===== src/rtl/fluid_seq_pkg.sv =====
// fluid_seq_pkg: shared states, stroke step patterns and port counts for the fluid route sequencer
package fluid_seq_pkg;
    typedef enum logic [2:0] {IDLE, OPEN_IN, FILL, MIX, OPEN_OUT, DRAIN, CLOSE, DONE} state_t;
    localparam logic [2:0] STEP_0 = 3'b011;
    localparam logic [2:0] STEP_1 = 3'b101;
    localparam logic [2:0] STEP_2 = 3'b110;
    localparam logic [2:0] PAT_IDLE = 3'b111;
    localparam int NUM_INLETS = 5;
    localparam int NUM_OUTLETS = 5;
    function automatic logic [2:0] step_pattern(input logic [1:0] step);
        return step == 2'd0 ? STEP_0 : step == 2'd1 ? STEP_1 : STEP_2;
    endfunction
endpackage


===== src/rtl/peristaltic_driver.sv =====
// peristaltic_driver: runs strokes while start is held, counters return to zero as soon as it drops
module peristaltic_driver
    import fluid_seq_pkg::*;
#(
    parameter int PHASE_CYCLES = 4
) (
    input  logic       clk,
    input  logic       rst_n,
    input  logic       start,
    input  logic [7:0] strokes,
    output logic [2:0] pattern,
    output logic       last
);
    logic [7:0] phase_cnt;
    logic [7:0] stroke_cnt;
    logic [1:0] step_cnt;
    logic       phase_end;
    assign phase_end = phase_cnt == 8'(PHASE_CYCLES - 1);
    always_ff @(posedge clk or negedge rst_n) begin
        if (!rst_n) begin
            phase_cnt <= '0;
            step_cnt <= '0;
            stroke_cnt <= '0;
        end else if (!start) begin
            phase_cnt <= '0;
            step_cnt <= '0;
            stroke_cnt <= '0;
        end else if (phase_end) begin
            phase_cnt <= '0;
            step_cnt <= step_cnt == 2'd2 ? 2'd0 : step_cnt + 2'd1;
            stroke_cnt <= step_cnt == 2'd2 ? stroke_cnt + 8'd1 : stroke_cnt;
        end else begin
            phase_cnt <= phase_cnt + 8'd1;
        end
    end
    assign pattern = start ? step_pattern(step_cnt) : PAT_IDLE;
    assign last = start && phase_end && step_cnt == 2'd2 && stroke_cnt == strokes - 8'd1;
endmodule


===== src/rtl/fluid_route_sequencer.sv =====
// fluid_route_sequencer: routes one inlet through fill, mix and drain pumps to one outlet
module fluid_route_sequencer
    import fluid_seq_pkg::*;
#(
    parameter int PHASE_CYCLES = 4,
    parameter int SETTLE_CYCLES = 8
) (
    input  logic       clk,
    input  logic       rst_n,
    input  logic       cmd_valid,
    output logic       cmd_ready,
    input  logic [2:0] cmd_src,
    input  logic [2:0] cmd_dst,
    input  logic [7:0] cmd_volume,
    input  logic [7:0] cmd_mix,
    input  logic       abort,
    output logic [4:0] in_valve,
    output logic [4:0] out_valve,
    output logic [2:0] pump_a,
    output logic [2:0] pump_c,
    output logic [2:0] mixer,
    output logic       busy,
    output logic       done,
    output logic       aborted,
    output logic       err
);
    state_t     state, state_d;
    logic [2:0] src_q, dst_q;
    logic [7:0] vol_q, mix_q, settle_cnt;
    logic       err_q, abort_q;
    logic       cmd_ok, accept, settle_end, abortable;
    logic       fill_last, mix_last, drain_last;
    assign cmd_ok = cmd_src < 3'(NUM_INLETS) && cmd_dst < 3'(NUM_OUTLETS) && cmd_volume != 8'd0;
    assign accept = cmd_valid && state == IDLE;
    assign settle_end = settle_cnt == 8'(SETTLE_CYCLES - 1);
    assign abortable = abort && state inside {OPEN_IN, FILL, MIX, OPEN_OUT, DRAIN};
    always_ff @(posedge clk or negedge rst_n) begin
        if (!rst_n) state <= IDLE;
        else state <= state_d;
    end
    always_ff @(posedge clk or negedge rst_n) begin
        if (!rst_n) begin
            settle_cnt <= '0;
            err_q <= 1'b0;
            abort_q <= 1'b0;
            src_q <= '0;
            dst_q <= '0;
            vol_q <= '0;
            mix_q <= '0;
        end else begin
            settle_cnt <= (state_d == state && state inside {OPEN_IN, OPEN_OUT, CLOSE}) ? settle_cnt + 8'd1 : '0;
            err_q <= accept && !cmd_ok;
            abort_q <= state == IDLE ? 1'b0 : abort_q || abortable;
            if (accept && cmd_ok) begin
                src_q <= cmd_src;
                dst_q <= cmd_dst;
                vol_q <= cmd_volume;
                mix_q <= cmd_mix;
            end
        end
    end
    always_comb begin
        state_d = state;
        case (state)
            IDLE:     state_d = (accept && cmd_ok) ? OPEN_IN : IDLE;
            OPEN_IN:  state_d = abortable ? CLOSE : settle_end ? FILL : OPEN_IN;
            FILL:     state_d = abortable ? CLOSE : !fill_last ? FILL : mix_q == 8'd0 ? OPEN_OUT : MIX;
            MIX:      state_d = abortable ? CLOSE : mix_last ? OPEN_OUT : MIX;
            OPEN_OUT: state_d = abortable ? CLOSE : settle_end ? DRAIN : OPEN_OUT;
            DRAIN:    state_d = (abortable || drain_last) ? CLOSE : DRAIN;
            CLOSE:    state_d = settle_end ? DONE : CLOSE;
            DONE:     state_d = IDLE;
        endcase
    end
    always_comb begin
        in_valve = state inside {OPEN_IN, FILL} ? 5'(1) << src_q : '0;
        out_valve = state inside {OPEN_OUT, DRAIN} ? 5'(1) << dst_q : '0;
        cmd_ready = state == IDLE;
        busy = state != IDLE;
        done = state == DONE;
        aborted = state == DONE && abort_q;
        err = err_q;
    end
    peristaltic_driver #(.PHASE_CYCLES(PHASE_CYCLES)) u_fill (
        .clk(clk), .rst_n(rst_n), .start(state == FILL), .strokes(vol_q), .pattern(pump_a), .last(fill_last)
    );
    peristaltic_driver #(.PHASE_CYCLES(PHASE_CYCLES)) u_mix (
        .clk(clk), .rst_n(rst_n), .start(state == MIX), .strokes(mix_q), .pattern(mixer), .last(mix_last)
    );
    peristaltic_driver #(.PHASE_CYCLES(PHASE_CYCLES)) u_drain (
        .clk(clk), .rst_n(rst_n), .start(state == DRAIN), .strokes(vol_q), .pattern(pump_c), .last(drain_last)
    );
endmodule


===== config.mk =====
export PLATFORM = sky130hd
export DESIGN_NAME = fluid_route_sequencer
export DESIGN_NICKNAME = d
export VERILOG_FILES = /design/src/rtl/fluid_seq_pkg.sv /design/src/rtl/peristaltic_driver.sv /design/src/rtl/fluid_route_sequencer.sv
export SDC_FILE = /design/constraint.sdc
export NUM_CORES = 1
export LEC_CHECK = 0
export BUFFER_PORTS_ARGS = -buffer_cell sky130_fd_sc_hd__buf_2
export CORE_MARGIN = 4
export CORE_UTILIZATION = 40
export CTS_BUF_LIST = sky130_fd_sc_hd__clkbuf_4
export CTS_CLUSTER_SIZE = 28
export DETAILED_ROUTE_END_ITERATION = 16
export PLACE_DENSITY_LB_ADDON = 0.2
export SLEW_MARGIN = 0
export SYNTH_ARGS = -nofsm -noshare
export SYNTH_HDL_FRONTEND = slang
export SYNTH_SLANG_ARGS = --single-unit

===== constraint.sdc =====
create_clock -name clk -period 4.3 [get_ports clk]
set_clock_uncertainty 0.2 [all_clocks]
set_input_delay 0.645 -clock clk [delete_from_list [all_inputs] [get_ports clk]]
set_output_delay 0.645 -clock clk [all_outputs]
set_load 0.01 [all_outputs]

==> results_dict.tcl, run 1 <==
set metrics [dict create \
    status "complete, no violations" \
    syn_area_per_cell_sq_um 9.49 \
    cts_resized 0 \
    grt_pass1_wl_mm 18.7 \
    synth_top_family_by_area "simple AND/OR/NAND/NOR gates" \
    cts.sinks 89 \
    hpwl_mm 7.98 \
    io_pins 50 \
    slew-limit-headroom_pct 39.8 \
    synth_xor_area_share_pct 12.3 \
    cts.path.max_buffers 2 \
    dieArea_sq_um 14700 \
    rsz0062_at_grt "no" \
    setup-violations-final 0 \
    mostFrequentLayoutCell "dfrtp_1" \
    crit_slowest_cell "a211oi_1" \
    hold_buffers 0 \
    die_y_um 121 \
    cp-end-kind "flip-flop" \
    netlist_area_sq_um 5120 \
    cp_top_family "simple AND/OR/NAND/NOR gates" \
    maxSlewViolCount 0 \
    grt_util_all_layers_pct 15.9 \
    leakage_nw 2.47 \
    grt_pass1_vias 3828 \
    period_minus_slack_ns 3.20 \
    final_cell_mix "89 x dfrtp_1, 70 x nor2_1, 48 x buf_2, 46 x nand2_1, 42 x xor2_1" \
    crit_chain "nand2_1, nor2_1, nand2_1, or3_1, a211oi_1, a2bb2oi_4, nor2_1" \
    synth_edf_count 0 \
    hp-class "in2async" \
    cts_htree_levels 3 \
    path_clk_slew_ns 0.15 \
    crit_buf_inv 0 \
    ant_nets 0 \
    io_buffers 49 \
    criticalPathCategory "reg2reg" \
    power_mw 2.62 \
    antenna_found_initial 1 \
    cap_viol_max_count 0 \
    final_util_pct 44.9 \
    max_freq_mhz 313 \
    cts-buffers-inserted 9 \
    cts_setup_buffers 0 \
    drive_above_1_share_pct 17.1 \
    rows 41 \
    grt.overflow.total 0 \
    yosysUniqueCellTypes 51 \
    drc 0 \
    synth_compound_area_share_pct 7.41 \
    ir_drop_mv 0.320 \
    final.setup.tns_ns 0 \
    cpPeakStageDelay_ns 0.75 \
    area_growth_pct 10.2 \
    core_sq_um 12600 \
    synthAdderAreaFrac_pct 2.20 \
    worst-path-max-fanout 18 \
    fin_area_sq_um 5640 \
    ys_ff_latch 89 \
    async_reset_ff_share_pct 100 \
    grt_max_degree 65 \
    nets 615 \
    cts_tree "done" \
    initial_core_util_pct 40.7 \
    synthCells 539 \
    hold_viol 0 \
    dpl_cell_area_sq_um 5510 \
    worst_slack_ns 1.10 \
    wl_per_cell_um 14.3 \
    cp-start-kind "flip-flop" \
    ys.flop_type "dfrtp_1" \
    timing.final.crit_share_pct 74.3 \
    gp_congestion 0.789 \
    pre_cts_slack_ns 1.18 \
    ys.warnings.count 0 \
    worst_ep_required_time_ns 4.46 \
    firstDrtPassIters 4 \
    root_buffer "clkbuf_4" \
    yosys-mux-area-fraction_pct 6.02 \
    yosys.area_share.simple_pct 25.9 \
    critical_path_arrival_ns 3.35 \
    drt_iter0_markers 234 \
    die_w_um 121 \
    insertion_delay_ns 0.48 \
    vias 3906 \
    wirelength_mm 10.9 \
    synth_nets 574 \
    synth-seq-area-share_pct 43.5 \
    powerDensity_nw_per_um2 464 \
    worst-slew-pin-transition_ns 0.897 \
    avgViaCountPerCell 5.15 \
]
## logic make-up after synthesis
logic type,count (synthesis)
buffers and inverters,33
DFF,89
and+or+nand+nor,255
AOI/OAI and AO/OA,53
adders and majority gates,9
muxes,28
xor gates and xnor gates,72
## where the power goes
part | total [mW] | switching (mW) | leakage (nW) | internal (mW)
Clock | 0.436 | 0.313 | 0.0606 | 0.123
Combinational | 0.959 | 0.510 | 1.22 | 0.449
Sequential | 1.22 | 0.250 | 1.19 | 0.971
## cell usage after synthesis (5+ instances only)
master	count	area, sq um
dfrtp_1	89	2230
nor3b_1	6	45.0
nor2b_1	6	37.5
or3_1	9	56.3
mux2i_1	6	60.1
nand4_1	13	81.3
nor4_1	7	43.8
and2_1	5	31.3
mux2_2	22	248
inv_1	10	37.5
nand2b_1	14	87.6
nand2_1	46	173
and3_1	18	113
o21ai_0	17	85.1
clkbuf_1	21	78.8
nor2_1	70	263
nand3_1	25	125
nor3_1	15	75.1
ha_1	9	113
a21oi_1	15	75.1
xnor2_1	30	263
xor2_1	42	368
## final timing paths
path / start / to / depth (start not counted) / slack (ns)
hold / removal: rst_n / u_fill.stroke_cnt[7] / 1 / 0.04
setup reg to reg: state[2] / settle_cnt[3] / 7 / 1.10
hold reg to reg: settle_cnt[0] / settle_cnt[0] / 1 / 0.27
min in group clk: cmd_mix[6] / mix_q[6] / 2 / 0.20
setup / recovery: state[2] / settle_cnt[3] / 7 / 1.10
max in group asynchronous: rst_n / settle_cnt[4] / 2 / 2.96
## cell type report
class / instances / area (sq um)
flip-flops and latches: 89 / 2230
well taps: 172 / 215
inverters: 10 / 37.5
diodes: 1 / 2.50
clock inverters: 7 / 53.8
multi-input cells: 417 / 2760
repair buffers: 53 / 278
fillers: 1220 / 6930
clock buffers: 9 / 67.6
## routing by layer
| layer | vias up | GRT usage (%) | wire length [um] |
|---|---|---|---|
| met4 | 0 | 4.53 | 118 |
| li1 | 1964 | - | - |
| met3 | 12 | 4.24 | 441 |
| met1 | 1871 | 21.2 | 5190 |
| met2 | 59 | 25.6 | 5120 |
| met5 | - | 0 | 0 |
## flip-flops by register name (all words and copies together), names as in the netlist, 3 cells and up
| name | flops |
|---|---|
| dst_q | 3 |
| mix_q | 8 |
| settle_cnt | 8 |
| src_q | 3 |
| state | 3 |
| u_drain.phase_cnt | 8 |
| u_drain.stroke_cnt | 8 |
| u_fill.phase_cnt | 8 |
| u_fill.stroke_cnt | 8 |
| u_mix.phase_cnt | 8 |
| u_mix.stroke_cnt | 8 |
| vol_q | 8 |
## metrics by stage
stage	std cells	hold slack [ns]
floorplan	539	0.149
global placement	741	0.246
detailed placement	741	0.251
CTS	757	0.0499
global route	758	0.0702
finish	758	0.0445
(Power assumes the default switching activity.)
==> inputs of run 2 (changes only) <==
==> constraint.sdc (replaced) <==
create_clock -name clk -period 3 [get_ports clk]
set_clock_uncertainty 0.2 [all_clocks]
set_input_delay 0.45 -clock clk [delete_from_list [all_inputs] [get_ports clk]]
set_output_delay 0.45 -clock clk [all_outputs]
set_load 0.01 [all_outputs]
==> results_dict.tcl, run 2 (synthesis gave the netlist of run 1 again) <==
set metrics [dict create \
    root_buffer "clkbuf_4" \
    rrSetupSlack_ns 0.22 \
    path_clk_slew_ns 0.13 \
    wl_per_cell_um 14.3 \
    ant_nets 0 \
    rsz0062_at_grt "no" \
    final_cell_mix "89 x dfrtp_1, 70 x nor2_1, 48 x buf_2, 46 x nand2_1, 42 x xor2_1" \
    vias 4059 \
    final.setup.tns_ns 0 \
    die_w_um 121 \
    fin_area_sq_um 5910 \
    drc 0 \
    grt_util_all_layers_pct 16.6 \
    maxSlewViolCount 0 \
    wirelength_mm 11.2 \
    cp-startpoint "u_fill.phase_cnt[5]" \
    gp_congestion 0.822 \
    crit_end "settle_cnt[2]" \
    grt.overflow.total 0 \
    drt_iter0_markers 244 \
    cap_viol_max_count 0 \
    cts_resized 0 \
    met1_usage_pct 21.2 \
    dieArea_sq_um 14700 \
    r2r_end "settle_cnt[2]" \
    initial_core_util_pct 40.7 \
    grtUsageMet2_pct 27.5 \
    status "complete, no violations" \
    cts-buffers-inserted 9 \
    cts_htree_levels 3 \
    cts.path.max_buffers 2 \
    core_sq_um 12600 \
    mostFrequentLayoutCell "dfrtp_1" \
    cp-start-kind "flip-flop" \
    grt_pass1_wl_mm 19.2 \
    grt_most_used_layer "met2" \
    drive_above_1_share_pct 17.8 \
    rows 41 \
    worst-slew-pin-transition_ns 0.650 \
    worst-path-max-fanout 8 \
    grt_max_degree 52 \
    hold_viol 0 \
    avgViaCountPerCell 5.18 \
    powerDensity_nw_per_um2 648 \
    reg2reg_depth 7 \
    worst_ep_required_time_ns 3.15 \
    cts_tree "done" \
    setup-violations-final 0 \
    dpl_cell_area_sq_um 5610 \
    io_buffers 49 \
    hold_buffers 16 \
    firstDrtPassIters 4 \
    slew-limit-headroom_pct 56.1 \
    grt_pass1_vias 4002 \
    grt_util_met3_pct 4.06 \
    antenna_found_initial 0 \
    io_pins 50 \
    insertion_delay_ns 0.46 \
    cp-end-kind "flip-flop" \
    critical_path_arrival_ns 2.92 \
    diodes 0 \
    ir_drop_mv 0.385 \
    hpwl_mm 8.28 \
    worstReg2RegStart "u_fill.phase_cnt[5]" \
    hp-class "in2reg" \
    criticalPathCategory "reg2reg" \
    period_minus_slack_ns 2.78 \
    die_y_um 121 \
    area_growth_pct 15.5 \
    leakage_nw 2.61 \
    cts_setup_buffers 0 \
    timing.final.crit_share_pct 92.6 \
    cts.sinks 89 \
    nets 644 \
    max_freq_mhz 360 \
]
==> run 2: changes by cell type in the layout (fill, tap and decap cells not counted), sizes merged <==
cell / change
dlygate4sd3: +18
buf: +11
inv: -2
diode: -1
clkinvlp: -1
clkbuf: +1
bufinv: +1
clkinv: -1
==> run 2: per-layer routing <==
metal,vias up,part of all wire [%]
met5,-,0
met4,0,1.3
met3,11,3.7
met2,65,50
met1,1968,45
li1,2015,-
==> run 2: cell type report <==
| type | instances | area (sq um) |
|---|---|---|
| Multi-Input combinational cell | 417 | 2760 |
| Clock inverter | 4 | 46.3 |
| Sequential cell | 89 | 2230 |
| Timing Repair Buffer | 82 | 553 |
| Inverter | 10 | 37.5 |
| Fill cell | 1199 | 6660 |
| Clock buffer | 10 | 75.1 |
| Tap cell | 172 | 215 |
==> run 2: where the power goes <==
part | total (mW) | leakage (nW) | switching [mW] | internal (mW)
Sequential | 1.70 | 1.19 | 0.309 | 1.39
Combinational | 1.49 | 1.35 | 0.781 | 0.706
Clock | 0.640 | 0.0658 | 0.390 | 0.250
Total | 3.83 | 2.61 | 1.48 | 2.35
==> run 2: worst max-delay path, stage by stage, from the launching register on <==
cell and delay [ns]:
dfrtp_1 0.43, or4_1 0.52, or3_1 0.42, a2111oi_4 0.33
o2111a_2 0.30, nand4_4 0.13, a2bb2oi_4 0.26, nor2_1 0.08
==> run 2: per-stage QoR <==
step	instances	hold slack, ns	util [%]	total power, mW	setup WS (ns)
floorplan	539	-0.0456	-	2.77	0.290
global placement	752	0.248	44.6	3.16	0.267
detailed placement	752	0.261	44.6	3.20	0.232
CTS	782	0.000632	46.9	3.88	0.190
global route	784	0.00402	47.0	4.15	0.0419
finish	784	0.0491	47.0	3.83	0.222
==> run 2: how the worst min path moves through the flow <==
| stage | startpoint | cells past startpoint | slack (ns) | endpoint |
|---|---|---|---|---|
| 6_report | cmd_volume[5] | 2 | 0.05 | vol_q[5] |
| 3_5_place_dp | rst_n | 1 | 0.26 | u_drain.stroke_cnt[3] |
| 4_1_cts | cmd_dst[0] | 2 | 0.0006 | dst_q[0] |
| 2_1_floorplan | rst_n | 0 | -0.05 | abort_q |
| 3_3_place_gp | settle_cnt[0] | 1 | 0.25 | settle_cnt[0] |
| 5_1_grt | cmd_volume[1] | 2 | 0.004 | vol_q[1] |
==> inputs of run 3 (changes only) <==
--- a/config.mk
+++ b/config.mk
@@ -12,6 +12,7 @@
 export CTS_CLUSTER_SIZE = 28
 export DETAILED_ROUTE_END_ITERATION = 16
 export PLACE_DENSITY_LB_ADDON = 0.2
+export REMOVE_ABC_BUFFERS = 1
 export SLEW_MARGIN = 0
 export SYNTH_ARGS = -nofsm -noshare
 export SYNTH_HDL_FRONTEND = slang
==> results_dict.tcl, run 3 (synthesis gave the netlist of run 1 again) <==
set metrics [dict create \
    status "complete, no violations" \
    maxSlewViolCount 0 \
    drc 0 \
    diodes 0 \
    antenna_found_initial 0 \
    rows 41 \
    cts_htree_levels 3 \
    crit_slowest_cell "or4_1" \
    dpl_cell_area_sq_um 5640 \
    powerDensity_nw_per_um2 659 \
    leakage_nw 2.66 \
    firstDrtPassIters 4 \
    cp-end-kind "flip-flop" \
    cap_viol_max_count 0 \
    grt_max_degree 46 \
    io_buffers 49 \
    hp-class "in2reg" \
    drive_above_1_share_pct 19.0 \
    final.setup.tns_ns 0 \
    io_pins 50 \
    max_freq_mhz 358 \
    cts.path.max_buffers 2 \
    cp-start-kind "flip-flop" \
    fin_area_sq_um 6000 \
    grt.overflow.total 0 \
    fill_cells 1217 \
    gp_congestion 0.797 \
    period_minus_slack_ns 2.80 \
    timing.final.crit_share_pct 93.2 \
    dieArea_sq_um 14700 \
    path_clk_slew_ns 0.16 \
    ant_nets 0 \
    worst_ep_required_time_ns 3.16 \
    ir_drop_mv 0.353 \
    cts-buffers-inserted 9 \
    area_growth_pct 17.2 \
    drt_iter0_markers 156 \
    setup-violations-final 0 \
    grt_util_all_layers_pct 16.5 \
    die_w_um 121 \
    cpPeakStageDelay_ns 0.51 \
    hpwl_mm 8.19 \
    vias 4053 \
    slew-limit-headroom_pct 57.3 \
    wirelength_mm 11.3 \
    crit_chain "or4_1, or3_1, a2111oi_4, o2111a_2, nand4_4, a2bb2oi_4, nor3b_1" \
    grt_pass1_vias 4153 \
    worst-slew-pin-transition_ns 0.633 \
    rsz0062_at_grt "no" \
    wl_per_cell_um 14.3 \
    insertion_delay_ns 0.47 \
    root_buffer "clkbuf_4" \
    criticalPathCategory "reg2reg" \
    avgViaCountPerCell 5.12 \
    final_cell_mix "89 x dfrtp_1, 70 x nor2_1, 48 x buf_2, 45 x nand2_1, 42 x xor2_1" \
    nets 650 \
    initial_core_util_pct 40.7 \
    cp_top_family "simple AND/OR/NAND/NOR gates" \
    core_sq_um 12600 \
    die_y_um 121 \
    grt_pass1_wl_mm 19.7 \
    mostFrequentLayoutCell "dfrtp_1" \
    crit_buf_inv 0 \
    cts_tree "done" \
    worst-path-max-fanout 8 \
    cts.sinks 89 \
    critical_path_arrival_ns 2.96 \
    hold_viol 0 \
]
[run 3: final cells by class]
| cell class | instances | area, sq um | area share (%) |
|---|---|---|---|
| Multi-Input combinational cell | 417 | 2760 | 46.1 |
| Tap cell | 172 | 215 | 3.59 |
| Clock buffer | 10 | 75.1 | 1.25 |
| Clock inverter | 6 | 75.1 | 1.25 |
| Timing Repair Buffer | 88 | 603 | 10.1 |
| Sequential cell | 89 | 2230 | 37.1 |
| Inverter | 10 | 37.5 | 0.626 |
[run 3: path summary, 6_finish.rpt]
check | to | slack (ns) | from | cells past startpoint
hold reg to reg | settle_cnt[0] | 0.28 | settle_cnt[0] | 1
max in group asynchronous | vol_q[3] | 1.63 | rst_n | 3
hold / removal | vol_q[7] | 0.04 | cmd_volume[7] | 2
setup reg to reg | settle_cnt[0] | 0.20 | u_fill.phase_cnt[5] | 7
setup / recovery | settle_cnt[0] | 0.20 | u_fill.phase_cnt[5] | 7
min in group asynchronous | u_fill.step_cnt[0] | 0.30 | rst_n | 2
[run 3: power breakdown]
| part | internal [mW] | switching, mW | leakage (nW) |
|---|---|---|---|
| Sequential | 1.39 | 0.314 | 1.19 |
| Clock | 0.277 | 0.454 | 0.0795 |
| Combinational | 0.724 | 0.794 | 1.38 |
| Total | 2.39 | 1.56 | 2.66 |
[run 3: timing repair]
item	CTS	global route
buffers inserted	0	0
hold buffers	17	3
gates resized for setup	0	2
endpoints found under the hold margin	60	3
setup endpoints to repair	0	3
[run 3: routing by layer]
| layer | up-vias | part of all wire [%] | wire length, um | track usage (%) |
|---|---|---|---|---|
| met5 | - | 0 | 0 | 0 |
| met4 | 0 | 1.1 | 125 | 4.46 |
| met3 | 12 | 2.5 | 283 | 3.82 |
| met2 | 40 | 51 | 5790 | 28.5 |
| met1 | 1976 | 45 | 5120 | 20.9 |
| li1 | 2025 | - | - | - |
[run 3: worst reg2reg max path, delay by kind of cell, from the launching register on]
kind	cells	cell delay [ns]
and+or+nand+nor	4	1.14
DFF	1	0.44
AOI/OAI and AO/OA	3	0.91
[run 3: through the flow]
step / utilization (%) / total power [mW] / setup slack [ns] / hold WS (ns) / std cells
global placement: 44.9 / 3.18 / 0.264 / 0.246 / 756
floorplan: - / 2.73 / 0.304 / -0.0456 / 516
detailed placement: 44.9 / 3.22 / 0.231 / 0.263 / 756
global route: 47.7 / 4.26 / 0.00357 / 0.000209 / 792
CTS: 47.4 / 3.99 / 0.0598 / 0.00195 / 789
finish: 47.7 / 3.95 / 0.204 / 0.0360 / 792
